<file path="src/rtl/somador_subtrator_modular_pkg.sv">
// Shared constants for the modular add/subtract unit: operation select codes and default sizing.
package somador_subtrator_modular_pkg;
  localparam int N_PADRAO      = 8;
  localparam int LIMITE_PADRAO = 160;

  typedef enum logic {
    OP_SUB  = 1'b0,
    OP_SOMA = 1'b1
  } op_e;

  localparam logic SEL_SOMA = OP_SOMA;
  localparam logic SEL_SUB  = OP_SUB;
endpackage

</file>
<file path="src/rtl/somador_subtrator.sv">
// Combinational N-bit adder/subtractor with an (N+1)-bit raw result:
// zero-extended sum, or two's-complement difference.
module somador_subtrator
  import somador_subtrator_modular_pkg::*;
#(
  parameter int N = N_PADRAO
) (
  input  logic [N-1:0] a,
  input  logic [N-1:0] b,
  input  logic         select,
  output logic [N:0]   resultado
);

  always_comb begin
    if (select == SEL_SOMA) resultado = {1'b0, a} + {1'b0, b};
    else                    resultado = {1'b0, a} - {1'b0, b};
  end

endmodule

</file>
<file path="src/rtl/somador_subtrator_modular.sv">
// Two-stage valid/ready add/subtract with wrap-around at LIMITE.
// Define SATURACAO_EN to add the modo_saturacao port and clamp-instead-of-wrap behaviour.
module somador_subtrator_modular
  import somador_subtrator_modular_pkg::*;
#(
  parameter int N      = N_PADRAO,
  parameter int LIMITE = LIMITE_PADRAO
) (
  input  logic         clock,
  input  logic         reset,
  input  logic         entrada_valida,
  output logic         entrada_pronta,
  input  logic [N-1:0] a,
  input  logic [N-1:0] b,
  input  logic         select,
`ifdef SATURACAO_EN
  input  logic         modo_saturacao,
`endif
  output logic         saida_valida,
  input  logic         saida_pronta,
  output logic [N-1:0] resul,
  output logic [N:0]   resul_bruto,
  output logic         transbordo,
  output logic         erro
);

  localparam logic [N:0] LIM = (N+1)'(LIMITE);

  logic [N:0]   raw_p0;
  logic         erro_p0;
  logic         load_p1, load_p2;

  logic         vld_p1_q, vld_p1_d;
  logic [N:0]   raw_p1_q, raw_p1_d;
  logic         sel_p1_q, sel_p1_d;
  logic         erro_p1_q, erro_p1_d;
`ifdef SATURACAO_EN
  logic         sat_p1_q, sat_p1_d;
`endif

  logic         vld_p2_q, vld_p2_d;
  logic [N-1:0] resul_p2_q, resul_p2_d;
  logic [N:0]   bruto_p2_q, bruto_p2_d;
  logic         transbordo_p2_q, transbordo_p2_d;
  logic         erro_p2_q, erro_p2_d;

  logic         soma_estouro, sub_estouro;
  logic [N-1:0] resul_corr;

  // Stage 0: raw arithmetic and range check on the incoming operands
  somador_subtrator #(.N(N)) u_somador_subtrator (
    .a        (a),
    .b        (b),
    .select   (select),
    .resultado(raw_p0)
  );

  assign erro_p0 = ({1'b0, a} >= LIM) | ({1'b0, b} >= LIM);

  // Handshake: a stage loads when it is empty or its content moves on this edge
  assign load_p2        = !vld_p2_q | saida_pronta;
  assign load_p1        = !vld_p1_q | load_p2;
  assign entrada_pronta = load_p1;

  always_comb begin
    vld_p1_d  = vld_p1_q;
    raw_p1_d  = raw_p1_q;
    sel_p1_d  = sel_p1_q;
    erro_p1_d = erro_p1_q;
`ifdef SATURACAO_EN
    sat_p1_d  = sat_p1_q;
`endif
    if (load_p1) begin
      vld_p1_d = entrada_valida;
      if (entrada_valida) begin
        raw_p1_d  = raw_p0;
        sel_p1_d  = select;
        erro_p1_d = erro_p0;
`ifdef SATURACAO_EN
        sat_p1_d  = modo_saturacao;
`endif
      end
    end
  end

  // Stage 1 -> 2: modular correction of the raw result
  always_comb begin
    soma_estouro = (sel_p1_q == SEL_SOMA) && (raw_p1_q >= LIM);
    sub_estouro  = (sel_p1_q == SEL_SUB) && raw_p1_q[N];
    if (soma_estouro)     resul_corr = N'(raw_p1_q - LIM);
    else if (sub_estouro) resul_corr = N'(raw_p1_q + LIM);
    else                  resul_corr = raw_p1_q[N-1:0];
`ifdef SATURACAO_EN
    if (sat_p1_q) begin
      if (soma_estouro)     resul_corr = N'(LIM - (N+1)'(1));
      else if (sub_estouro) resul_corr = '0;
    end
`endif
  end

  always_comb begin
    vld_p2_d        = vld_p2_q;
    resul_p2_d      = resul_p2_q;
    bruto_p2_d      = bruto_p2_q;
    transbordo_p2_d = transbordo_p2_q;
    erro_p2_d       = erro_p2_q;
    if (load_p2) begin
      vld_p2_d = vld_p1_q;
      if (vld_p1_q) begin
        bruto_p2_d      = raw_p1_q;
        erro_p2_d       = erro_p1_q;
        resul_p2_d      = erro_p1_q ? '0 : resul_corr;
        transbordo_p2_d = !erro_p1_q && (soma_estouro || sub_estouro);
      end
    end
  end

  always_ff @(posedge clock) begin
    if (reset) begin
      vld_p1_q        <= 1'b0;
      raw_p1_q        <= '0;
      sel_p1_q        <= 1'b0;
      erro_p1_q       <= 1'b0;
`ifdef SATURACAO_EN
      sat_p1_q        <= 1'b0;
`endif
      vld_p2_q        <= 1'b0;
      resul_p2_q      <= '0;
      bruto_p2_q      <= '0;
      transbordo_p2_q <= 1'b0;
      erro_p2_q       <= 1'b0;
    end else begin
      vld_p1_q        <= vld_p1_d;
      raw_p1_q        <= raw_p1_d;
      sel_p1_q        <= sel_p1_d;
      erro_p1_q       <= erro_p1_d;
`ifdef SATURACAO_EN
      sat_p1_q        <= sat_p1_d;
`endif
      vld_p2_q        <= vld_p2_d;
      resul_p2_q      <= resul_p2_d;
      bruto_p2_q      <= bruto_p2_d;
      transbordo_p2_q <= transbordo_p2_d;
      erro_p2_q       <= erro_p2_d;
    end
  end

  assign saida_valida = vld_p2_q;
  assign resul        = resul_p2_q;
  assign resul_bruto  = bruto_p2_q;
  assign transbordo   = transbordo_p2_q;
  assign erro         = erro_p2_q;

endmodule

</file>
<file path="config.mk">
export PLATFORM = sky130hd
export DESIGN_NAME = somador_subtrator_modular
export DESIGN_NICKNAME = d
export VERILOG_FILES = /design/src/rtl/somador_subtrator_modular_pkg.sv /design/src/rtl/somador_subtrator.sv /design/src/rtl/somador_subtrator_modular.sv
export SDC_FILE = /design/constraint.sdc
export NUM_CORES = 1
export LEC_CHECK = 0
export ABC_CLOCK_PERIOD_IN_PS = 6800
export CAP_MARGIN = 20
export CORE_ASPECT_RATIO = 1.25
export CORE_UTILIZATION = 54
export CTS_BUF_LIST = sky130_fd_sc_hd__clkbuf_4 sky130_fd_sc_hd__clkbuf_8 sky130_fd_sc_hd__clkbuf_16
export DETAILED_ROUTE_END_ITERATION = 6
export HOLD_SLACK_MARGIN = 0.12
export PLACE_DENSITY = 0.89
export SKIP_LAST_GASP = 1
export SYNTH_ARGS = -nofsm -noshare
export SYNTH_HDL_FRONTEND = slang
export SYNTH_SLANG_ARGS = --single-unit
</file>
<file path="constraint.sdc">
create_clock -name clock -period 6.8 [get_ports clock]
set_input_delay 1.36 -clock clock [delete_from_list [all_inputs] [get_ports clock]]
set_output_delay 1.36 -clock clock [all_outputs]
set_load 0.01 [all_outputs]
</file>
# [Word-level counts from Yosys, hierarchy flattened]
# Index checks and enable logic that the tools add are counted.
[classes] addsub=4 n_shift=0 div=0 muxes=4 order_cmp=3 n_eq_ne=0 bitwise_logic=4 n_mul=0 n_reduce_logical=9
[op_table] cell="8-bit two-way mux" n=3
[op_table] cell="8-bit greater-or-equal comparator (second input constant)" n=2
[op_table] cell="8-bit by 8-bit adder with 9-bit output" n=1
[op_table] cell="9-bit by 8-bit greater-or-equal comparator with 1-bit output (second input constant)" n=1
[op_table] cell="9-bit two-way mux" n=1
[op_table] cell="8-bit by 8-bit subtractor with 9-bit output" n=1
[op_table] cell="8-bit adder (second input constant)" n=1
[op_table] cell="8-bit subtractor (second input constant)" n=1
[op_table] cell="2-bit AND reduction" n=2
[op_table] cell="1-bit logical AND" n=3
[op_table] cell="1-bit zero test" n=3
[op_table] cell="1-bit OR" n=3
[op_table] cell="1-bit logical OR" n=1
[op_table] cell="1-bit inverter" n=1
[totals] out_inout_bits=21 regBits=32 in_bits=21 n_memories=0 ramBits=0 wordCells=33 latch_bits=0 romBits=0

# [Logic depth before layout (Yosys ltp)]
[logic_depth] word_depth=5 ltp_mapped=9

# [Modules after synthesis]
# A second synthesis with hierarchy kept.
[hier_totals] hier_cells=240 hier_area_um2=1865.5
[by_module_without_submodules] mod="somador_subtrator_modular" cells_per_inst=169 seq_area_each_um2=640.6 n_inst=1 area_per_inst_um2=1350.0
[by_module_without_submodules] mod="somador_subtrator" cells_per_inst=71 seq_area_each_um2=0.0 n_inst=1 area_per_inst_um2=515.5

# [Least setup slack after synthesis]
# OpenSTA, ideal clock, no wires.
[synth_path] path_type="in2reg" startpoint="in b[2]" endpoint="reg raw_p1_q[7]" required_ns=6.738 arrival_ns=3.040 n_path_buf=0 cell_stages=8 setup_slack_ns=3.698 path_cell_list="nor3_1 > a31oi_1 > xor2_1 > ha_1 > a21oi_1 > o21ai_0 > or4_1 > nand3_1"
[synth_via] elab_chain_len=2 word_cells_on_any_way=3 cone_classes="add/sub (2); mux (1)"
[synth_lines] item="start: declaration" line_no="somador_subtrator_modular.sv:14" rtl="input logic [N-1:0] b,"
[synth_lines] item="8-bit by 8-bit subtractor with 9-bit output / 8-bit by 8-bit adder with 9-bit output (equally long branches)" line_no="somador_subtrator.sv:16, somador_subtrator.sv:15"
[synth_lines] item="9-bit two-way mux (*)" line_no="somador_subtrator.sv:15" rtl="if (select == SEL_SOMA) resultado = {1'b0, a} + {1'b0, b};"
[synth_lines] item="end signal: assignment" line_no="somador_subtrator_modular.sv:134" rtl="raw_p1_q <= raw_p1_d;"
[synth_lines] item="end: declaration" line_no="somador_subtrator_modular.sv:34" rtl="logic [N:0] raw_p1_q, raw_p1_d;"
# Mark *: on every way between the ends. The rest lies on a longest branch, timed or not.
# A chain may end at the register's enable or synchronous reset.

# [Worst setup path after layout]
[layout_path] startpoint="in saida_pronta" endpoint="out entrada_pronta"
[layout_via] elab_chain_len=2
[layout_lines] item="start: declaration" line_no="somador_subtrator_modular.sv:20" rtl="input logic saida_pronta,"
[layout_lines] item="1-bit OR" line_no="somador_subtrator_modular.sv:61" rtl="assign load_p2 = !vld_p2_q | saida_pronta;"
[layout_lines] item="1-bit OR" line_no="somador_subtrator_modular.sv:62" rtl="assign load_p1 = !vld_p1_q | load_p2;"
[layout_lines] item="end: declaration" line_no="somador_subtrator_modular.sv:12" rtl="output logic entrada_pronta,"
# No other way between the ends.

==> metrics.md <==
| Metric | Value |
|---|---|
| Status | completed |
| Starting Density | 57.5% |
| Hold buffer count at cts | 0 |
| VDD IR max | 0.178 mV |
| Final Cycle Share | 59.1% |
| Router iterations before antenna repair | 5 |
| Largest net degree at the start of global routing | 35 |
| Routed WL | 4350 µm |
| Crit path DAT | 2660 ps |
| WP data required | 5440 ps |
| Core area | 0.00328 mm² |
| Ports | 42 |
| Syn avg cell area | 7.89 µm² |
| Final setup vio count | 0 |
| Hold path cells | 2 |
| Post-Synthesis Cells | 239 |
| Synth Warn # | 0 |
| Most frequent cells in the layout | nand2_1 (41), clkdlybuf4s50_1 (41), dfxtp_1 (32), a21oi_1 (28), nor2_1 (13) |
| Pwr dens | 206 mW/mm² |
| Die Wd | 54.9 µm |
| Rel. slew slack | 24.7% |
| Worst-case hold path end point | resul[0] |
| Input/output buffers | 41 |
| CP Launch Point | saida_pronta |
| H-tree depth | 2 |
| Min-Delay Path Class | flop to flop |
| Syn Std Cell Area | 0.00189 mm² |
| Worst skew pair latency | 280 ps |
| Tot GR Track Use | 27.5% |
| Yosys reg bits | 32 |
| Synth async-reset ratio | 0% |
| Clk slew on worst S/H paths | 60 ps |
| Post-route ant nets | 0 |
| Hold Startpoint | resul[0] |
| Worst Max-Slew Pin Slew | 1130 ps |
| Library cells used by synthesis | 47 |
| Post-CTS setup buffer count | 0 |
| Setup CP Type | input port to output pin |
| Final worst path period need | 4020 ps |
| First-pass GRT wire length | 7370 µm |
| RSZ-0062 raised after global routing | no |
| Maxcap violations | 0 |
| Total CTS buffers | 5 |
| GP Congestion | 0.853 |
| Residual DRC | 0 |
| Dpl hpwl | 3120 µm |
| R2R setup slack | 4990 ps |
| Top_reg_cell synth | dfxtp_1 |
| Worst Reg-to-Reg Cells | 4 |
| Syn Nets | 272 |
| Area growth from synthesis to layout | 27.2% |
| Share of layout cells above drive strength 1 | 6.50% |
| Initial antenna violation count | 0 |
| Chip Height | 68.1 µm |
| Vias per cell | 5.76 |
| Iter 0 DRT Violations | 53 |
| Leak | 0.903 nW |
| Via count | 1809 |
| Register area share after synthesis | 34.0% |
| Final count of hold timing violations | 0 |
| Crit Reg-Reg Startpoint | saida_valida |
| Startpoint types | input port |
| Final Slew Violations | 0 |
| Worst Clk Skew | 3.04 ps |
| Nets | 310 |
| F_max | 249 MHz |
| Mean routed wirelength per cell | 13.8 µm |
| CP Capture Type | output pin |
| Max Root-Sink Buffers | 2 |
| Fin Setup TNS | 0 ps |
| # rows | 23 |
| Number of flops mapped to enable cells by yosys | 0 |
| Number of global-route vias before repair | 1693 |
| Worst setup margin | 2780 ps |
| Total die area | 0.00374 mm² |
| CTS sink cnt | 32 |
| Worst Setup Slack post-DPL | 2780 ps |
| Crit-path max FO | 4 |
| Final-layout fill cell count | 276 |
| RR Endpoint | resul[1] |
| Ant diodes | 0 |
| Root buffer cell | clkbuf_8 |
| Overflow after GRT | 0 |
| CTS tree | built |
| Post-cts resize count | 0 |
per-stage QoR:
step / power, mW / util (%) / hold slack, ps / cell area [µm²] / std cells
floorplan: 0.298 / - / 458 / 1890 / 239
global placement: 0.335 / 70.2 / 439 / 2300 / 307
detailed placement: 0.339 / 70.2 / 444 / 2300 / 307
CTS: 0.494 / 73.2 / 452 / 2400 / 314
global route: 0.525 / 73.2 / 468 / 2400 / 314
finish: 0.494 / 73.2 / 450 / 2400 / 314
Yosys cell counts (3+ instances only):
master / count / share of area (%)
nand2_1: 41 / 8.2
dfxtp_1: 32 / 34
a21oi_1: 28 / 7.4
nor2_1: 13 / 2.6
ha_1: 11 / 7.3
inv_1: 10 / 2.0
nand3_1: 9 / 2.4
nor3_1: 9 / 2.4
nand2b_1: 6 / 2.0
xor2_1: 6 / 2.8
buf_2: 5 / 1.3
nand3b_1: 5 / 2.0
o211ai_1: 5 / 2.0
o21ai_0: 5 / 1.3
a211o_1: 4 / 1.9
clkbuf_1: 4 / 0.80
a31oi_1: 3 / 0.99
nor2b_1: 3 / 0.99
o2111ai_1: 3 / 1.4
o21a_1: 3 / 1.2
worst max-delay path, stage by stage:
cell and delay [ps]:
clkdlybuf4s50_1 480, and3b_4 230, inv_2 70, clkdlybuf4s50_1 530
flip-flops by register name (all words and copies together), names as in the netlist:
signal	flops
vld_p1_q	1
resul	8
raw_p1_q	9
saida_valida	1
transbordo	1
sel_p1_q	1
resul_bruto	9
erro	1
erro_p1_q	1
worst max path at each step:
stage,slack (ps),to
4_1_cts,2780,entrada_pronta
5_1_grt,2760,entrada_pronta
6_report,2780,entrada_pronta
3_5_place_dp,2780,entrada_pronta
2_1_floorplan,3700,raw_p1_q[7]
3_3_place_gp,2800,entrada_pronta
final cells by class:
class	instances	area (µm²)	share of cell area, %
inverters	13	62.6	2.61
clock buffers	7	96.3	4.01
multi-input cells	183	1140	47.3
repair buffers	42	418	17.4
flip-flops and latches	32	641	26.7
well taps	37	46.3	1.93
power by group:
part	leakage (nW)	internal, mW	switching (mW)
Sequential	0.261	0.199	0.0138
Combinational	0.592	0.0598	0.0667
Clock	0.0503	0.0900	0.0639
Total	0.903	0.349	0.144
routing by layer:
layer	GRT usage (%)	up-vias	wire (µm)
li1	-	920	-
met1	29.4	810	1760
met2	46.8	67	2270
met3	6.22	12	179
met4	17.9	0	138
met5	0	-	0
cell families after synthesis:
kind of cell	after synthesis	share of synthesized area [%]
compound gates	65	22.3
xor+xnor	7	3.25
fa+ha+maj	12	8.36
buf+inv	24	5.84
flops	32	34.0
mux	1	0.597
simple gates	98	25.7
Note: power is estimated with default switching activity, not from simulation.
